## config.mk

```make
export PLATFORM = sky130hd
export DESIGN_NAME = reg_y_ctx
export DESIGN_NICKNAME = d
export VERILOG_FILES = /design/src/rtl/reg_y_ctx_pkg.sv /design/src/rtl/reg_y_ctx_stack.sv /design/src/rtl/reg_y_ctx.sv
export SDC_FILE = /design/constraint.sdc
export NUM_CORES = 1
export LEC_CHECK = 0
export BUFFER_PORTS_ARGS = -buffer_cell sky130_fd_sc_hd__clkbuf_2
export CORE_MARGIN = 3
export CORE_UTILIZATION = 52
export DETAILED_ROUTE_END_ITERATION = 10
export PLACE_DENSITY = 0.74
export SKIP_CTS_REPAIR_TIMING = 1
export SYNTH_ARGS = -nofsm -noshare
export SYNTH_HDL_FRONTEND = slang
export SYNTH_SLANG_ARGS = --single-unit
```

## constraint.sdc

```tcl
create_clock -name reg_y_clk -period 2.1 [get_ports reg_y_clk]
set_input_delay 0.42 -clock reg_y_clk [delete_from_list [all_inputs] [get_ports reg_y_clk]]
set_output_delay 0.42 -clock reg_y_clk [all_outputs]
set_load 0.01 [all_outputs]
```

## src/rtl/reg_y_ctx_pkg.sv

```systemverilog
// Shared definitions for the Y operand register: op codes and stack request decode.
package reg_y_ctx_pkg;

  localparam logic [2:0] REG_Y_OP_HOLD = 3'b000;
  localparam logic [2:0] REG_Y_OP_LOAD = 3'b001;
  localparam logic [2:0] REG_Y_OP_CLR  = 3'b010;
  localparam logic [2:0] REG_Y_OP_INC  = 3'b011;
  localparam logic [2:0] REG_Y_OP_DEC  = 3'b100;
  localparam logic [2:0] REG_Y_OP_SHL  = 3'b101;
  localparam logic [2:0] REG_Y_OP_SHR  = 3'b110;
  localparam logic [2:0] REG_Y_OP_NOT  = 3'b111;

  typedef enum logic [1:0] {
    STK_IDLE,
    STK_PUSH,
    STK_POP,
    STK_CONFLICT
  } stk_req_e;

  function automatic stk_req_e decode_req(input logic push, input logic pop);
    case ({push, pop})
      2'b10:   return STK_PUSH;
      2'b01:   return STK_POP;
      2'b11:   return STK_CONFLICT;
      default: return STK_IDLE;
    endcase
  endfunction

endpackage

```

## src/rtl/reg_y_ctx_stack.sv

```systemverilog
// DEPTH-entry LIFO shadow stack for Y; flags overflow/underflow as single-cycle pulses.
module reg_y_ctx_stack #(
  parameter  int WIDTH = 8,
  parameter  int DEPTH = 4,
  localparam int PTR_W = $clog2(DEPTH + 1)
) (
  input  logic             reg_y_clk,
  input  logic             reg_y_rst,
  input  logic             push,
  input  logic             pop,
  input  logic [WIDTH-1:0] wr_data,
  output logic [WIDTH-1:0] rd_data,
  output logic [PTR_W-1:0] depth,
  output logic             full,
  output logic             empty,
  output logic             ovf,
  output logic             unf
);

  localparam int IDX_W = (DEPTH > 1) ? $clog2(DEPTH) : 1;

  logic [WIDTH-1:0] mem [DEPTH];
  logic [PTR_W-1:0] top_ptr;
  logic [IDX_W-1:0] wr_idx;
  logic [IDX_W-1:0] rd_idx;

  assign top_ptr = depth - PTR_W'(1);
  assign wr_idx  = depth[IDX_W-1:0];
  assign rd_idx  = top_ptr[IDX_W-1:0];

  assign full    = (depth == PTR_W'(DEPTH));
  assign empty   = (depth == '0);
  assign rd_data = mem[rd_idx];
  assign ovf     = push & ~pop & full;
  assign unf     = pop & ~push & empty;

  always_ff @(posedge reg_y_clk or posedge reg_y_rst) begin
    if (reg_y_rst) begin
      depth <= '0;
      for (int i = 0; i < DEPTH; i++) mem[i] <= '0;
    end else if (push && !pop && !full) begin
      mem[wr_idx] <= wr_data;
      depth       <= depth + PTR_W'(1);
    end else if (pop && !push && !empty) begin
      depth <= top_ptr;
    end
  end

endmodule

```

## src/rtl/reg_y_ctx.sv

```systemverilog
// Y operand register with in-place ALU ops, carry/zero status and a shadow context stack.
module reg_y_ctx
  import reg_y_ctx_pkg::*;
#(
  parameter  int WIDTH = 8,
  parameter  int DEPTH = 4,
  localparam int PTR_W = $clog2(DEPTH + 1)
) (
  input  logic             reg_y_clk,
  input  logic             reg_y_rst,
  input  logic [WIDTH-1:0] reg_y_in,
  input  logic             reg_y_en,
  input  logic [2:0]       reg_y_op,
  input  logic             reg_y_push,
  input  logic             reg_y_pop,
  input  logic             reg_y_err_clr,
  output logic [WIDTH-1:0] reg_y_out,
  output logic             reg_y_zero,
  output logic             reg_y_carry,
  output logic [PTR_W-1:0] reg_y_depth,
  output logic             reg_y_full,
  output logic             reg_y_empty,
  output logic             reg_y_err
);

  stk_req_e         req;
  logic             stk_push;
  logic             stk_pop;
  logic             stk_ovf;
  logic             stk_unf;
  logic             conflict;
  logic             do_pop;
  logic [WIDTH-1:0] stk_top;
  logic [WIDTH-1:0] y;
  logic             carry;
  logic             err;
  logic [WIDTH-1:0] alu_y;
  logic             alu_c;

  assign req      = decode_req(reg_y_push, reg_y_pop);
  assign stk_push = (req == STK_PUSH);
  assign stk_pop  = (req == STK_POP);
  assign conflict = (req == STK_CONFLICT);
  // A successful pop restores Y and overrides any op requested in the same cycle.
  assign do_pop   = stk_pop & ~reg_y_empty;

  reg_y_ctx_stack #(
    .WIDTH (WIDTH),
    .DEPTH (DEPTH)
  ) u_stack (
    .reg_y_clk (reg_y_clk),
    .reg_y_rst (reg_y_rst),
    .push      (stk_push),
    .pop       (stk_pop),
    .wr_data   (y),
    .rd_data   (stk_top),
    .depth     (reg_y_depth),
    .full      (reg_y_full),
    .empty     (reg_y_empty),
    .ovf       (stk_ovf),
    .unf       (stk_unf)
  );

  always_comb begin
    alu_y = y;
    alu_c = carry;
    if (reg_y_en) begin
      case (reg_y_op)
        REG_Y_OP_LOAD: alu_y = reg_y_in;
        REG_Y_OP_CLR:  alu_y = '0;
        REG_Y_OP_INC:  {alu_c, alu_y} = {1'b0, y} + (WIDTH + 1)'(1);
        REG_Y_OP_DEC:  {alu_c, alu_y} = {1'b0, y} - (WIDTH + 1)'(1);
        REG_Y_OP_SHL: begin
          alu_c = y[WIDTH-1];
          alu_y = {y[WIDTH-2:0], 1'b0};
        end
        REG_Y_OP_SHR: begin
          alu_c = y[0];
          alu_y = {1'b0, y[WIDTH-1:1]};
        end
        REG_Y_OP_NOT:  alu_y = ~y;
        default:       alu_y = y;
      endcase
    end
  end

  always_ff @(posedge reg_y_clk or posedge reg_y_rst) begin
    if (reg_y_rst) begin
      y     <= '0;
      carry <= 1'b0;
      err   <= 1'b0;
    end else begin
      if (do_pop) begin
        y <= stk_top;
      end else begin
        y     <= alu_y;
        carry <= alu_c;
      end
      // A fresh error outranks a clear request in the same cycle.
      if (stk_ovf || stk_unf || conflict) err <= 1'b1;
      else if (reg_y_err_clr)             err <= 1'b0;
    end
  end

  assign reg_y_out   = y;
  assign reg_y_zero  = (y == '0);
  assign reg_y_carry = carry;
  assign reg_y_err   = err;

endmodule

```

==> results.md <==
* Final Max Slew Viols at 0
* Power consumption at 4.40 mW
* Number of instances in the placed design at 366
* Type of the worst setup path: reg2out
* Final-layout fill cell count at 409
* Power density relative to cell area at 1340 nW/um^2
* Primary FF master, synth: dfrtp_1
* R2R Path End: reg_y_out[3]
* Delay of the slowest critical-path stage at 0.45 ns
* Share of the synthesized area in compound gates (AO/OA/AOI/OAI) at 0.172
* Switching share of power at 0.386
* TritonCTS buffer count at 5
* Weighted congestion reported at the end of routability-driven placement at 0.925
* Utilization of the core after routing at 0.633
* Clock tree from TritonCTS: yes
* Comb pwr share at 0.493
* Detailed router's first-iteration violation count at 163
* Detail Route Antenna Nets at 0
* Asr flop ratio synth at 1.00
* Average cell area after synthesis at 10.6 um^2
* Share of the cycle needed by the critical path after routing at 0.969
* Critical path buffers and inverters at 2
* Final Hold Viols at 0
* Netlist cell types at 51
* Sink Count at 45
* Global route overflow at 0
* Main combinational cell family by area after synthesis: multiplexers
* Clock-pin slew on the worst setup and hold paths at 0.08 ns
* Ordered cell list for the critical path: inv_2 -> ha_4 -> nor3b_4 -> nand2_2 -> nor3_2 -> buf_2
* Largest net degree at the start of global routing at 26
* Run status: finished clean
* Ratio of cells with drive above 1 in the final layout at 0.401
* Area share of the largest cell type after synthesis at 0.397
* Kind of end point of the critical path: output pin
* DR vias at 2,348
* Fmax achieved at 492 MHz
* Total standard cell area after synthesis at 2840 um^2
* Required @ worst endpoint at 1.68 ns
* Net switching power figure at 1.70 mW
* Critical Path Slowest Stage Cell: dfrtp_1
* Routed via count divided by cell count at 6.20
* Peak supply drop at 0.552 mV
* Setup violation total in the final timing report at 0
* Data arrival time of the critical path at 1.61 ns
* Remaining routing DRC violations at 0
* IO buf count at 32
* DP Wirelength at 5.09 mm
* Proportion of synthesized area in mux cells at 0.191
* Share of the synthesized netlist area taken by xor and xnor gates at 0.0154
* Min Clock Period, post-route at 2.03 ns
* Transition at the pin with the smallest max-transition slack at 0.640 ns
* Sequential share of power at 0.376
* Area taken by multi-input logic gates at 1580 um^2
* Synthesized netlist net count at 293
* Fraction of the mapped netlist area in adder cells at 0.0353
* Die Wd at 79.8 um
* Post-layout instance count excluding filler cells at 379
* Synth top area cells: dfrtp_1, mux2_2, mux4_2
* Crit Reg-Reg Startpoint: u_stack.depth[1]
* Share of synthesized area occupied by flip-flops and latches at 0.397
* Worst path top cell family by delay: simple AND/OR/NAND/NOR gates
* Pre-CTS worst setup slack at 0.0272 ns
* Ports at 33
* Count of state elements after synthesis at 45
* Synthesized netlist cell count at 268
* Sequential standard cell area at 1130 um^2
* Most repeated cell in the gate-level netlist after synthesis: dfrtp_1
* Synthesis-to-layout area growth at 16.2%
* Die Height at 79.8 um
* Top cells by count, synth: dfrtp_1, mux2_2, a21oi_1, nand2_1, buf_2
* Relative contribution of the clock network to total power at 0.131
* Clock latency reported for the late side of the worst-skew pair at 0.29 ns
* Logic depth of the worst register-to-register path at 8
* Total Die Area at 6370 um^2
* Count of flip-flops with a built-in enable after synthesis at 0
* CTS max path bufs at 2
* Yosys synthesis warning count at 0
* Leakage power of the design at 1.47 nW
* Final wirelength at 7.04 mm
* CP startpoint kind: flop
* Initial antenna violation count at 0
* Initial DRT Pass Iterations at 5
* Overall fraction of global-route tracks in use at 0.231
* Final setup margin at 0.0660 ns
* Diodes inserted at 0
* Post-Synth Simple-Gate Area at 0.130
* First-pass GRT wire length at 11.4 mm
* CORE AREA at 5200 um^2
* Cell Rows at 26
* Setup slack of the most critical reg-to-reg path at 0.16 ns
* Initial standard-cell utilization of the core at 0.545
* Cell type with the highest aggregate area in the netlist: dfrtp_1
* Highest fanout seen on the critical path at 4
* Routed wirelength normalized by instance count at 18.6 um
* Classification of the worst-slack hold path: in2async
* # nets final at 333
* Max-capacitance violation count at 0
* Setup repair after global routing missed its margin: false
* Post-Route Skew at 0.00817 ns
* Cell at the root of the clock tree: clkbuf_8
* Cell internal pwr at 2.70 mW
* H-tree Lvls at 2
* Via count of the first global-routing pass at 2,264
* Max-slew headroom at the worst pin at 0.572
## routing by layer
metal,wire length (um),up-vias,GRT usage
met5,0,-,0
met4,141,0,0.0777
li1,-,1076,-
met1,3040,1159,0.302
met2,3500,100,0.386
met3,355,13,0.0418
## sequential cells by signal, indices dropped and copies added, names as in the netlist
name	flops
reg_y_err	1
reg_y_carry	1
u_stack.mem	32
reg_y_out	8
u_stack.depth	3
## worst max-delay path by stage
stage	slack, ns	startpoint	endpoint	cells after the start
after floorplan	-0.008	u_stack.depth[0]	u_stack.mem[0]	8
after global placement	0.11	u_stack.depth[0]	u_stack.mem[5]	6
after detailed placement	0.03	u_stack.depth[1]	u_stack.mem[5]	6
after CTS	-0.11	reg_y_out[1]	reg_y_zero	6
after global routing	0.007	reg_y_out[0]	reg_y_zero	6
final	0.07	reg_y_out[0]	reg_y_zero	6
## logic make-up after synthesis
family	after synthesis
xor gates and xnor gates	5
and+or+nand+nor	68
DFF	45
muxes	40
buffers and inverters	34
adders and majority gates	8
AOI/OAI and AO/OA	68
## power by group through the flow
stage          Clock, mW  Sequential (mW)  Combinational (mW)
4_1_cts            0.590             1.64                2.05
3_3_place_gp           0             1.63                1.98
3_5_place_dp           0             1.65                2.04
2_1_floorplan          0             1.52                1.53
5_1_grt            0.632             1.71                2.37
6_report           0.576             1.66                2.17
## placed cells by master (no fill, tap or decap), types with 5 or more instances in the layout
cell       n
nand3_1    6
o21ai_0   13
mux4_2     8
inv_1      8
clkbuf_2  31
o22ai_1    5
a21oi_1   19
nor2_1    14
dfrtp_1   44
clkbuf_8   7
ha_1       5
and2_1     5
buf_4     23
mux2_2    32
nand2_1   16
nor3_1     5
## cell type report
class                      instances  area share
multi-input combinational        189       0.481
sequential                        45       0.342
timing repair buffer              56       0.107
clock buffer                       7      0.0292
tap                               70      0.0266
inverter                          11      0.0125
clock inverter                     1     0.00152
## stage by stage
stage                     area, um^2  setup TNS (ns)  hold slack, ns
after floorplan                 2860         -0.0607           0.475
after global placement          3120               0           0.448
after detailed placement        3120               0           0.449
after CTS                       3220          -0.110           0.128
after global routing            3290               0           0.144
final                           3290               0           0.121
Note: power is estimated with default switching activity, not from simulation.
